### src/rtl/mem_port_arbiter.sv
// Round-robin arbiter sharing one scratch-memory port between DMA, CPU and ACL.
// Read data is steered back to its requester by a tag pipe matching memory latency.
module mem_port_arbiter #(
  parameter int DATA_WIDTH = 32,
  parameter int ADDR_WIDTH = 16,
  parameter int RD_LATENCY = 1
) (
  input  logic                  clk,
  input  logic                  rst,
  input  logic                  dma_lock,
  input  logic                  dma_en,
  input  logic                  cpu_en,
  input  logic                  acl_en,
  input  logic                  dma_wr_en,
  input  logic                  cpu_wr_en,
  input  logic                  acl_wr_en,
  input  logic [ADDR_WIDTH-1:0] dma_addr,
  input  logic [ADDR_WIDTH-1:0] cpu_addr,
  input  logic [ADDR_WIDTH-1:0] acl_addr,
  input  logic [DATA_WIDTH-1:0] dma_data,
  input  logic [DATA_WIDTH-1:0] cpu_data,
  input  logic [DATA_WIDTH-1:0] acl_data,
  output logic                  dma_gnt,
  output logic                  cpu_gnt,
  output logic                  acl_gnt,
  output logic [DATA_WIDTH-1:0] dma_out,
  output logic [DATA_WIDTH-1:0] cpu_out,
  output logic [DATA_WIDTH-1:0] acl_out,
  output logic                  dma_valid,
  output logic                  cpu_valid,
  output logic                  acl_valid,
  output logic                  mem_en,
  output logic                  mem_wr_en,
  output logic [ADDR_WIDTH-1:0] mem_addr,
  output logic [DATA_WIDTH-1:0] mem_data,
  input  logic [DATA_WIDTH-1:0] mem_q
);

  function automatic logic [1:0] inc3(input logic [1:0] v);
    return (v == 2'd2) ? 2'd0 : v + 2'd1;
  endfunction

  logic [1:0] ptr;
  logic [1:0] p;
  logic [2:0] req;
  logic [2:0] gnt;
  logic [1:0] gid;
  logic [1:0] idx;
  logic       hit;
  logic       fire;

  assign p = (ptr == 2'd3) ? 2'd0 : ptr;

  always_comb begin
    req = dma_lock ? {2'b00, dma_en}
                   : {acl_en, cpu_en, dma_en};
  end

  always_comb begin
    hit = 1'b0;
    gid = 2'd0;
    idx = p;
    for (int k = 0; k < 3; k++) begin
      if (!hit && req[idx]) begin
        hit = 1'b1;
        gid = idx;
      end
      idx = inc3(idx);
    end
  end

  assign fire = hit && !rst;

  always_comb begin
    gnt = 3'b000;
    if (fire) gnt[gid] = 1'b1;
  end

  assign dma_gnt = gnt[0];
  assign cpu_gnt = gnt[1];
  assign acl_gnt = gnt[2];

  always_comb begin
    mem_en    = 1'b0;
    mem_wr_en = 1'b0;
    mem_addr  = '0;
    mem_data  = '0;
    unique case (1'b1)
      gnt[0]: begin
        mem_en    = 1'b1;
        mem_wr_en = dma_wr_en;
        mem_addr  = dma_addr;
        mem_data  = dma_data;
      end
      gnt[1]: begin
        mem_en    = 1'b1;
        mem_wr_en = cpu_wr_en;
        mem_addr  = cpu_addr;
        mem_data  = cpu_data;
      end
      gnt[2]: begin
        mem_en    = 1'b1;
        mem_wr_en = acl_wr_en;
        mem_addr  = acl_addr;
        mem_data  = acl_data;
      end
      default: ;
    endcase
  end

  always_ff @(posedge clk) begin
    if (rst)       ptr <= 2'd0;
    else if (fire) ptr <= inc3(gid);
  end

  // Tag pipe tracks which requester owns the word arriving on mem_q.
  logic [RD_LATENCY-1:0] tv;
  logic [1:0]            tid [RD_LATENCY];

  always_ff @(posedge clk) begin
    if (rst) begin
      tv <= '0;
    end else begin
      tv[0] <= fire && !mem_wr_en;
      for (int i = 1; i < RD_LATENCY; i++)
        tv[i] <= tv[i-1];
    end
    tid[0] <= gid;
    for (int i = 1; i < RD_LATENCY; i++)
      tid[i] <= tid[i-1];
  end

  logic       ret_v;
  logic [1:0] ret_id;

  assign ret_v  = tv[RD_LATENCY-1] && !rst;
  assign ret_id = tid[RD_LATENCY-1];

  assign dma_valid = ret_v && (ret_id == 2'd0);
  assign cpu_valid = ret_v && (ret_id == 2'd1);
  assign acl_valid = ret_v && (ret_id == 2'd2);

  logic [DATA_WIDTH-1:0] dma_hold;
  logic [DATA_WIDTH-1:0] cpu_hold;
  logic [DATA_WIDTH-1:0] acl_hold;

  always_ff @(posedge clk) begin
    if (rst) begin
      dma_hold <= '0;
      cpu_hold <= '0;
      acl_hold <= '0;
    end else begin
      if (dma_valid) dma_hold <= mem_q;
      if (cpu_valid) cpu_hold <= mem_q;
      if (acl_valid) acl_hold <= mem_q;
    end
  end

  // Returned word is visible in its valid cycle, then held.
  assign dma_out = dma_valid ? mem_q : dma_hold;
  assign cpu_out = cpu_valid ? mem_q : cpu_hold;
  assign acl_out = acl_valid ? mem_q : acl_hold;

endmodule

### config.mk
export PLATFORM = sky130hd
export DESIGN_NAME = mem_port_arbiter
export DESIGN_NICKNAME = d
export VERILOG_FILES = /design/src/rtl/mem_port_arbiter.sv
export SDC_FILE = /design/constraint.sdc
export NUM_CORES = 1
export LEC_CHECK = 0
export ABC_AREA = 1
export BUFFER_PORTS_ARGS = -buffer_cell sky130_fd_sc_hd__buf_2
export CAP_MARGIN = 25
export CORE_AREA = 4 4 129 131
export DETAILED_ROUTE_END_ITERATION = 6
export DIE_AREA = 0 0 133 135
export HOLD_SLACK_MARGIN = 0.03
export PLACE_DENSITY = 0.62
export SYNTH_ARGS = -nofsm -noshare
export SYNTH_HDL_FRONTEND = slang
export SYNTH_SLANG_ARGS = --single-unit
### constraint.sdc
create_clock -name clk -period 5.15 [get_ports clk]
set_clock_uncertainty 0.15 [all_clocks]
set_input_delay 0.515 -clock clk [delete_from_list [all_inputs] [get_ports clk]]
set_output_delay 0.515 -clock clk [all_outputs]
set_load 0.02 [all_outputs]
-- After elaboration in Yosys (flattened, before gate mapping)
Memory sizes are Yosys's and may differ from the RTL's.
Index checks and enable logic that the tools add are counted.
- $add $sub $neg: 3
- eq/ne operators: 6
- magnitude comparators: 5
- reduce and logical (&&, ||, !) cells: 15
- muxes and demuxes: 27
- operator list (operator ; count):
    2-to-1 mux 32 bit ; 3
    case mux 32 bit (3 select lines) ; 1
    case mux 16 bit (3 select lines) ; 1
    2-to-1 mux 2 bit ; 7
    less-than comparator 2 x 3 -> 1 bit, second input constant ; 4
    equality test 2 bit, second input constant ; 5
    logical AND 1 bit ; 9
    2-to-1 mux 1 bit ; 8
    adder 2 x 1 -> 2 bit, second input constant ; 3
    binary-select mux 1 bit (select 2 bit) ; 3
    2-to-1 mux 3 bit ; 2
    zero test 1 bit ; 4
    case mux 1 bit (3 select lines) ; 1
    OR reduction 3 bit ; 1
    demux 1 bit (select 2 bit) ; 1
    equality test 2 x 1 -> 1 bit, second input constant ; 1
    >= comparator 2 x 1 -> 1 bit, second input constant ; 1
    zero test 2 bit ; 1
- memory bits (writable): 2
- flip-flop bits (word level): 99
- memories: 1
- memory list (memory ; words ; width ; rd ports ; clocked after Yosys merged registers in ; write ports ; RTL line ; RTL):
    tid ; 1 ; 2 ; 1 ; 0 ; 1 ; 118 ; logic [1:0] tid [RD_LATENCY];

-- Logic depth before layout (Yosys ltp)
Gate-level depths: netlist (run 1).
- depth after elaboration: 19
- gate-level depth with buffers: 16
- gate-level depth less buffers: 15

-- Least setup slack after synthesis (run 1)
Ideal clock, no wire load.
- path kind: flip-flop to output port
- from: reg ptr[0]
- to: out mem_addr[11]
- path buffers: 1
- arrival: 1.994 ns
- slack: 2.491 ns
- cell stages (with the launch flop): 15
- path through: dfxtp_1 > inv_1 > ha_1 > nor2_2 > nand2_1 > nand2_1 > nand2_2 > nand3_2 > nand2_4 > inv_2 > nand2_2 > inv_2 > buf_2 > nand2_1 > nand3_1
- cells in the longest elaborated chain, start to end: 17
- elaborated cells between the ends (all ways): 32
- those cells by class: 2 x add/sub; 2 x order compare; 3 x eq/ne; 19 x mux; 6 x reduce/logical
- RTL lines (element ; RTL line ; RTL):
    from (decl) ; 43 ; logic [1:0] ptr;
    from (signal assigned) ; 113 ; else if (fire) ptr <= inc3(gid);
    equality test 2 bit ; 52 ; assign p = (ptr == 2'd3) ? 2'd0 : ptr;
    2-to-1 mux 2 bit (*) ; 52 ;
    branches (longest 13 deep; another with less-than comparator 2 x 3 -> 1 bit) ; -- ;
    2-to-1 mux 3 bit (*) ; 76 ; if (fire) gnt[gid] = 1'b1;
    net cpu_gnt ; 24 ; output logic cpu_gnt,
    case mux 16 bit (3 select lines) (*) ; 88 ; unique case (1'b1)
    to (decl) ; 34 ; output logic [ADDR_WIDTH-1:0] mem_addr,
Mark *: on every way through the listed nets, which the timed path passes. The select of a mux whose other input is x is not followed.

-- Worst setup path after layout (run 1)
- from: reg ptr[0]
- to: out mem_data[25]
- cells in the longest elaborated chain, start to end: 17
- elaborated cells between the ends (all ways): 32
- those cells by class: 2 x add/sub; 2 x order compare; 3 x eq/ne; 19 x mux; 6 x reduce/logical
- RTL lines (element ; RTL line ; RTL):
    equality test 2 bit ; 52 ;
    2-to-1 mux 2 bit (*) ; 52 ;
    branches (longest 13 deep; another with less-than comparator 2 x 3 -> 1 bit) ; -- ;
    2-to-1 mux 3 bit (*) ; 76 ;
    case mux 32 bit (3 select lines) (*) ; 88 ;
    to (decl) ; 35 ; output logic [DATA_WIDTH-1:0] mem_data,
Mark *: on every way between the ends. The select of a mux whose other input is x is not followed.

==> results of run 1 <==
==> cells by family (layout without fill, tap and decap cells) <==
| group | count (synthesis) | after routing | synth area share [%] |
|---|---|---|---|
| flip-flops | 101 | 101 | 38.5 |
| AO/OA/AOI/OAI | 99 | 99 | 9.51 |
| AND/OR/NAND/NOR | 438 | 438 | 38.7 |
| adder cells (fa/ha/maj) | 3 | 3 | 0.715 |
| buffers and inverters | 158 | 473 | 12.6 |
==> critical path, delay by kind of cell (launching register included) <==
kind,cells,cell delay (ps)
compound gates,2,1040
simple gates,5,890
fa+ha+maj,1,390
flops,1,330
buf+inv,2,250
==> metal layers <==
layer	vias to the layer above	routed length (um)
met5	-	0
met3	28	1760
met1	2729	8380
met2	231	10400
met4	0	558
li1	3055	-
==> flip-flops by register name (all words and copies together), names as in the netlist <==
register / cells
tid: 2
dma_hold: 32
cpu_hold: 32
tv: 1
ptr: 2
acl_hold: 32
==> where the power goes <==
part / total, mW / switching, mW / internal, mW
Combinational: 2.31 / 1.56 / 0.749
Clock: 0.693 / 0.300 / 0.393
Sequential: 0.921 / 0.0285 / 0.892
Total: 3.92 / 1.89 / 2.03
==> cells in the mapped netlist, types with 4 or more instances <==
cell type  number  area share, %
clkbuf_1       29            2.1
nor2_1        105            7.5
buf_6           7            1.5
dfxtp_1       101             39
nor2_2          4           0.48
inv_1         110            7.9
nand3_1        59            5.6
o21ai_0        86            8.2
o21ai_1        11            1.0
or2_2          96             11
nand2_1       162             12
nand2_2         4           0.48
buf_2           5           0.48
==> layout make-up <==
cell class / instances / area (sq um)
inverters: 114 / 429
repair buffers: 343 / 1750
clock inverters: 6 / 70.1
multi-input cells: 540 / 2590
clock buffers: 10 / 239
well taps: 216 / 270
fillers: 1714 / 8230
flip-flops and latches: 101 / 2020
==> per-stage QoR <==
step / instance area (sq um) / setup WS, ps
finish: 7370 / 1220
global route: 7370 / 969
CTS: 7370 / 1240
detailed placement: 7060 / 1630
global placement: 7030 / 1600
floorplan: 5250 / 2490
==> final timing paths <==
path              from      endpoint  slack [ps]
min          mem_q[23]  cpu_hold[23]         310
max reg2reg         tv  acl_hold[10]        2810
min reg2reg     ptr[1]        ptr[1]         360
max             ptr[0]  mem_data[25]        1220
==> results.md, run 1 <==
* Finished Layout Cells at 1330
* Worst Path Arrival at 3260 ps
* M1 GR Usage at 26.2%
* Critical Path End Type: output port
* Core Box Area at 15600 sq um
* Critical path class: reg -> out
* Area Overhead vs Synth at 40.4%
* Met2 Usage GRT at 39.0%
* HP Class: in -> reg
* Number of H-tree levels at 3
* Worst slew pin tran at 1050 ps
* Util after Layout at 47.3%
* YS warnings at 0
* Vias in the first global route at 5720
* P per Cell Area at 532 nW/um^2
* Post-CTS Setup Inserts at 0
* Via-to-Cell Ratio at 4.54
* R2R depth at 8
* GPL Wtd Cong at 0.920
* Clock transition at the registers of the reported paths at 70 ps
* Fin. Hold Viols at 0
* IO buf count at 336
* Initial Util at 33.7%
* Placed Cells at 1314
* Maximum fanout along the worst path at 41
* DR vias at 6043
* Max IR drop VDD at 317 uV
* Synthesized net count at 987
* Global route overflow at 0
* DRC violation count after routing at 0
* Commonest non-fill, non-tap cell in the layout: buf_2
* Detail Route Antenna Nets at 0
* RSZ-0062 raised after global routing: false
* Startpoint Class: flip-flop
* Number of detailed-route iterations in the first pass at 5
* Row count at 46
* Period minus WS final at 3930 ps
* Peak Freq at 0.255 GHz
* Die area at 18000 sq um
* Pwr Total at 3.92 mW
* Min Hold Slack at 312 ps
* Commonest non-fill, non-tap cells in the layout: 336 x buf_2, 162 x nand2_1, 110 x inv_1, 105 x nor2_1, 101 x dfxtp_1
* Avg Cell Area, Syn at 6.57 sq um
* Reported leakage power at 4.89 nW
* Hold Crit Depth at 3
* Status: finished clean
* WL/cell at 15.8 um
* Busiest grt layer: met2
* CP max-delay cell: a21oi_4
* Fin crit share at 76.2%
* Unique masters post-synth at 27
* Post-DP HPWL at 16600 um
* #FFs+latches synth at 101
* CTS tree: built
* Layout cell share with drive strength beyond 1 at 42.6%
* Sequential fraction of the synthesis area at 38.5%
* N_diodes at 0
* Die W at 133 um
* Initial DRC count at 412
* Primary FF master, synth: dfxtp_1
* CTS max path bufs at 2
* Setup TNS at 0 ps
* First-pass GRT wire length at 31400 um
* Post-synth EDFFs at 0
* CTS sink count at 101
* Pins Over Slew Limit at 0
* M3 GR Usage at 7.23%
* Max Cap Viol at 0
* Clock Latency Late Sink at 340 ps
* GRT Total Usage at 22.4%
* Post-Syn Instances at 799
* Ports at 337
* Nets at 1297
* Chip height at 135 um
* Antenna violations before repair at 1
* Worst relative slew slack at 29.8%
* Post-synthesis async set-or-reset flop share at 0%
* Crit path cell chain: inv_1 -> ha_1 -> o21ai_0 -> nand2_1 -> nand2_2 -> nand4_2 -> a21oi_4 -> nand2_1 -> nand3_1 -> buf_2
* Routed WL at 21100 um
* Crit path largest cell delay at 850 ps
* Most used cell, CP: nand2_1
* Final setup fails at 0
* Largest net degree at the start of global routing at 99
* Worst endpoint required time at 4490 ps
* Hold-fix buffers, CTS at 0
* Cts repair resizes at 0
* Root buf cell: clkbuf_16
* Synth Cell Area at 5250 sq um
* Total CTS buffers at 9
Note: power is estimated with default switching activity, not from simulation.
==> run 2: changes to the inputs <==
Settings changed: CORE_AREA 4 4 129 131 to not set, CORE_ASPECT_RATIO set to 0.7, CORE_MARGIN set to 4, CORE_UTILIZATION set to 39, DIE_AREA 0 0 133 135 to not set, PLACE_DENSITY 0.62 to 0.74.
Clock period 5.15 ns to 3.2 ns, I/O delays scaled along.
==> run 2 against run 1 <==
Against the previous run:
- routed wire length fell by 7.7%
- global-route usage rose by 1.7 points
- critical path type unchanged
- largest cell class unchanged
- highest routed layer unchanged
- sequential power rose by 62%
- sequential cell count did not move
==> results.md, run 2 (synthesized netlist as in run 1, its figures left out) <==
* Fin. Hold Viols at 0 (unchanged)
* Critical Path End Type: output port (unchanged)
* Pins Over Slew Limit at 0 (unchanged)
* DR vias at 6057 (was 6043)
* Worst Path Arrival at 2530 ps (was 3260 ps)
* Startpoint Class: flip-flop (unchanged)
* Min Hold Slack at 121 ps (was 312 ps)
* Die area at 15400 sq um (was 18000 sq um)
* Max IR drop VDD at 413 uV (was 317 uV)
* Clock transition at the registers of the reported paths at 70 ps (about the same)
* Worst relative slew slack at 32.6% (was 29.8%)
* Busiest grt layer: met2 (unchanged)
* GRT Total Usage at 24.2% (was 22.4%)
* Pwr Total at 6.45 mW (was 3.92 mW)
* Nets at 1304 (was 1297)
* Setup TNS at 0 ps (unchanged)
* P per Cell Area at 865 nW/um^2 (was 532 nW/um^2)
* Total CTS buffers at 9 (unchanged)
* Met2 Usage GRT at 37.5% (was 39.0%)
* Ports at 337 (unchanged)
* Initial DRC count at 320 (was 412)
* Row count at 35 (was 46)
* Area Overhead vs Synth at 41.9% (was 40.4%)
* GPL Wtd Cong at 0.985 (was 0.920)
* Util after Layout at 56.5% (was 47.3%)
* Peak Freq at 0.334 GHz
* Post-route cell area at 7450 sq um (was 7370 sq um)
* Initial Util at 39.8% (was 33.7%)
* Antenna violations before repair at 1 (unchanged)
* Crit path cell chain: inv_1 -> ha_1 -> inv_2 -> nor2_2 -> nand2_1 -> nand2_1 -> nand2_2 -> nor2_1 -> nor2_2 -> nand2_4 -> nor3_4 -> buf_4 -> clkbuf_16 -> nand2_1 -> nand3_1 -> buf_2 (was inv_1 -> ha_1 -> o21ai_0 -> nand2_1 -> nand2_2 -> nand4_2 -> a21oi_4 -> nand2_1 -> nand3_1 -> buf_2)
* First-pass GRT wire length at 30100 um (was 31400 um)
* Core Box Area at 13200 sq um (was 15600 sq um)
* M3 GR Usage at 5.42% (was 7.23%)
* Worst slew pin tran at 1010 ps (was 1050 ps)
* Largest net degree at the start of global routing at 99 (unchanged)
* Commonest non-fill, non-tap cell in the layout: buf_2 (unchanged)
* Status: finished clean (unchanged)
* Chip height at 105 um (was 135 um)
* CTS tree: built (unchanged)
* Detail Route Antenna Nets at 0 (unchanged)
* Post-DP HPWL at 14500 um (was 16600 um)
* Reported leakage power at 4.93 nW (was 4.89 nW)
* M1 GR Usage at 32.5% (was 26.2%)
* Root buf cell: clkbuf_16 (unchanged)
* IO buf count at 336 (unchanged)
* Crit path largest cell delay at 380 ps (was 850 ps)
* Layout cell share with drive strength beyond 1 at 43.1% (was 42.6%)
* Vias in the first global route at 5757 (was 5720)
* Setup WS post-layout at 203 ps (was 1220 ps)
* Maximum fanout along the worst path at 25 (was 41)
* Finished Layout Cells at 1307 (was 1330)
* Final setup fails at 0 (unchanged)
* Worst endpoint required time at 2730 ps (was 4490 ps)
* CP max-delay cell: dfxtp_2 (was a21oi_4)
* Global route overflow at 0 (unchanged)
* Die W at 147 um (was 133 um)
* DRC violation count after routing at 0 (unchanged)
* Clock Latency Late Sink at 330 ps (was 340 ps)
* WL/cell at 14.9 um (was 15.8 um)
* Number of detailed-route iterations in the first pass at 5 (unchanged)
* Biggest regs: acl_hold: 32 flops, cpu_hold: 32 flops, dma_hold: 32 flops (unchanged)
* Commonest non-fill, non-tap cells in the layout: 335 x buf_2, 162 x nand2_1, 110 x inv_1, 105 x nor2_1, 100 x dfxtp_1 (was 336 x buf_2, 162 x nand2_1, 110 x inv_1, 105 x nor2_1, 101 x dfxtp_1)
* Hold-fix buffers, CTS at 0 (unchanged)
* CTS max path bufs at 2 (unchanged)
* Most used cell, CP: nand2_1 (unchanged)
* CTS sink count at 101 (unchanged)
* Placed Cells at 1285 (was 1314)
* Placed cell area at 7060 sq um (about the same)
* HP Class: in -> reg (unchanged)
* Number of H-tree levels at 3 (unchanged)
* Via-to-Cell Ratio at 4.63 (was 4.54)
* Period minus WS final at 3000 ps
* Filler Cells Inserted at 1319 (was 1714)
* Routed WL at 19500 um (was 21100 um)
* Crit-path leading delay family: simple AND/OR/NAND/NOR gates (was compound AO/OA/AOI/OAI gates)
* Max Cap Viol at 0 (unchanged)
* RSZ-0062 raised after global routing: false (unchanged)
* Buf/Inv on CP at 5 (was 2)
* Critical path class: reg -> out (unchanged)
* Fin crit share at 93.6%
* DP Worst Slack at 498 ps (was 1630 ps)
[run 2: layout make-up]
type / instances / area [sq um] / area share [%]
timing repair buffer: 350 / 1880 / 25.3
clock inverter: 5 / 42.5 / 0.571
clock buffer: 11 / 243 / 3.26
tap: 185 / 231 / 3.11
sequential: 101 / 2020 / 27.1
antenna: 1 / 2.50 / 0.0336
multi-input combinational: 540 / 2600 / 34.9
inverter: 114 / 429 / 5.76
[run 2: worst paths after layout]
check        startpoint            to  slack (ps)  cells after the start
max              ptr[1]  mem_data[13]         200                     16
min           mem_q[24]  cpu_hold[24]         120                      3
max reg2reg      ptr[1]        ptr[0]        1000                     15
min reg2reg      ptr[1]        ptr[1]         370                      2
[run 2: worst register-to-register path, delay by kind of cell (launching register included)]
family | cells | cell delay [ps]
adder cells (fa/ha/maj) | 1 | 230
AND/OR/NAND/NOR | 10 | 830
buffers and inverters | 4 | 550
flip-flops | 1 | 380
[run 2: power by group]
group,switching [mW],internal [mW]
combinational,2.54,1.37
clock,0.484,0.557
sequential,0.0529,1.44
total,3.08,3.37
[run 2: layer usage]
metal	wire (um)	share of wire, %
met1	8580	44
met2	8690	45
met3	1410	7.2
met4	775	4.0
met5	0	0
[run 2: timing repair]
| action | CTS | global route |
|---|---|---|
| resized for setup | 0 | 3 |
| endpoints found under the hold margin | 0 | 0 |
| setup endpoints to repair | 0 | 42 |
| setup buffers | 0 | 2 |
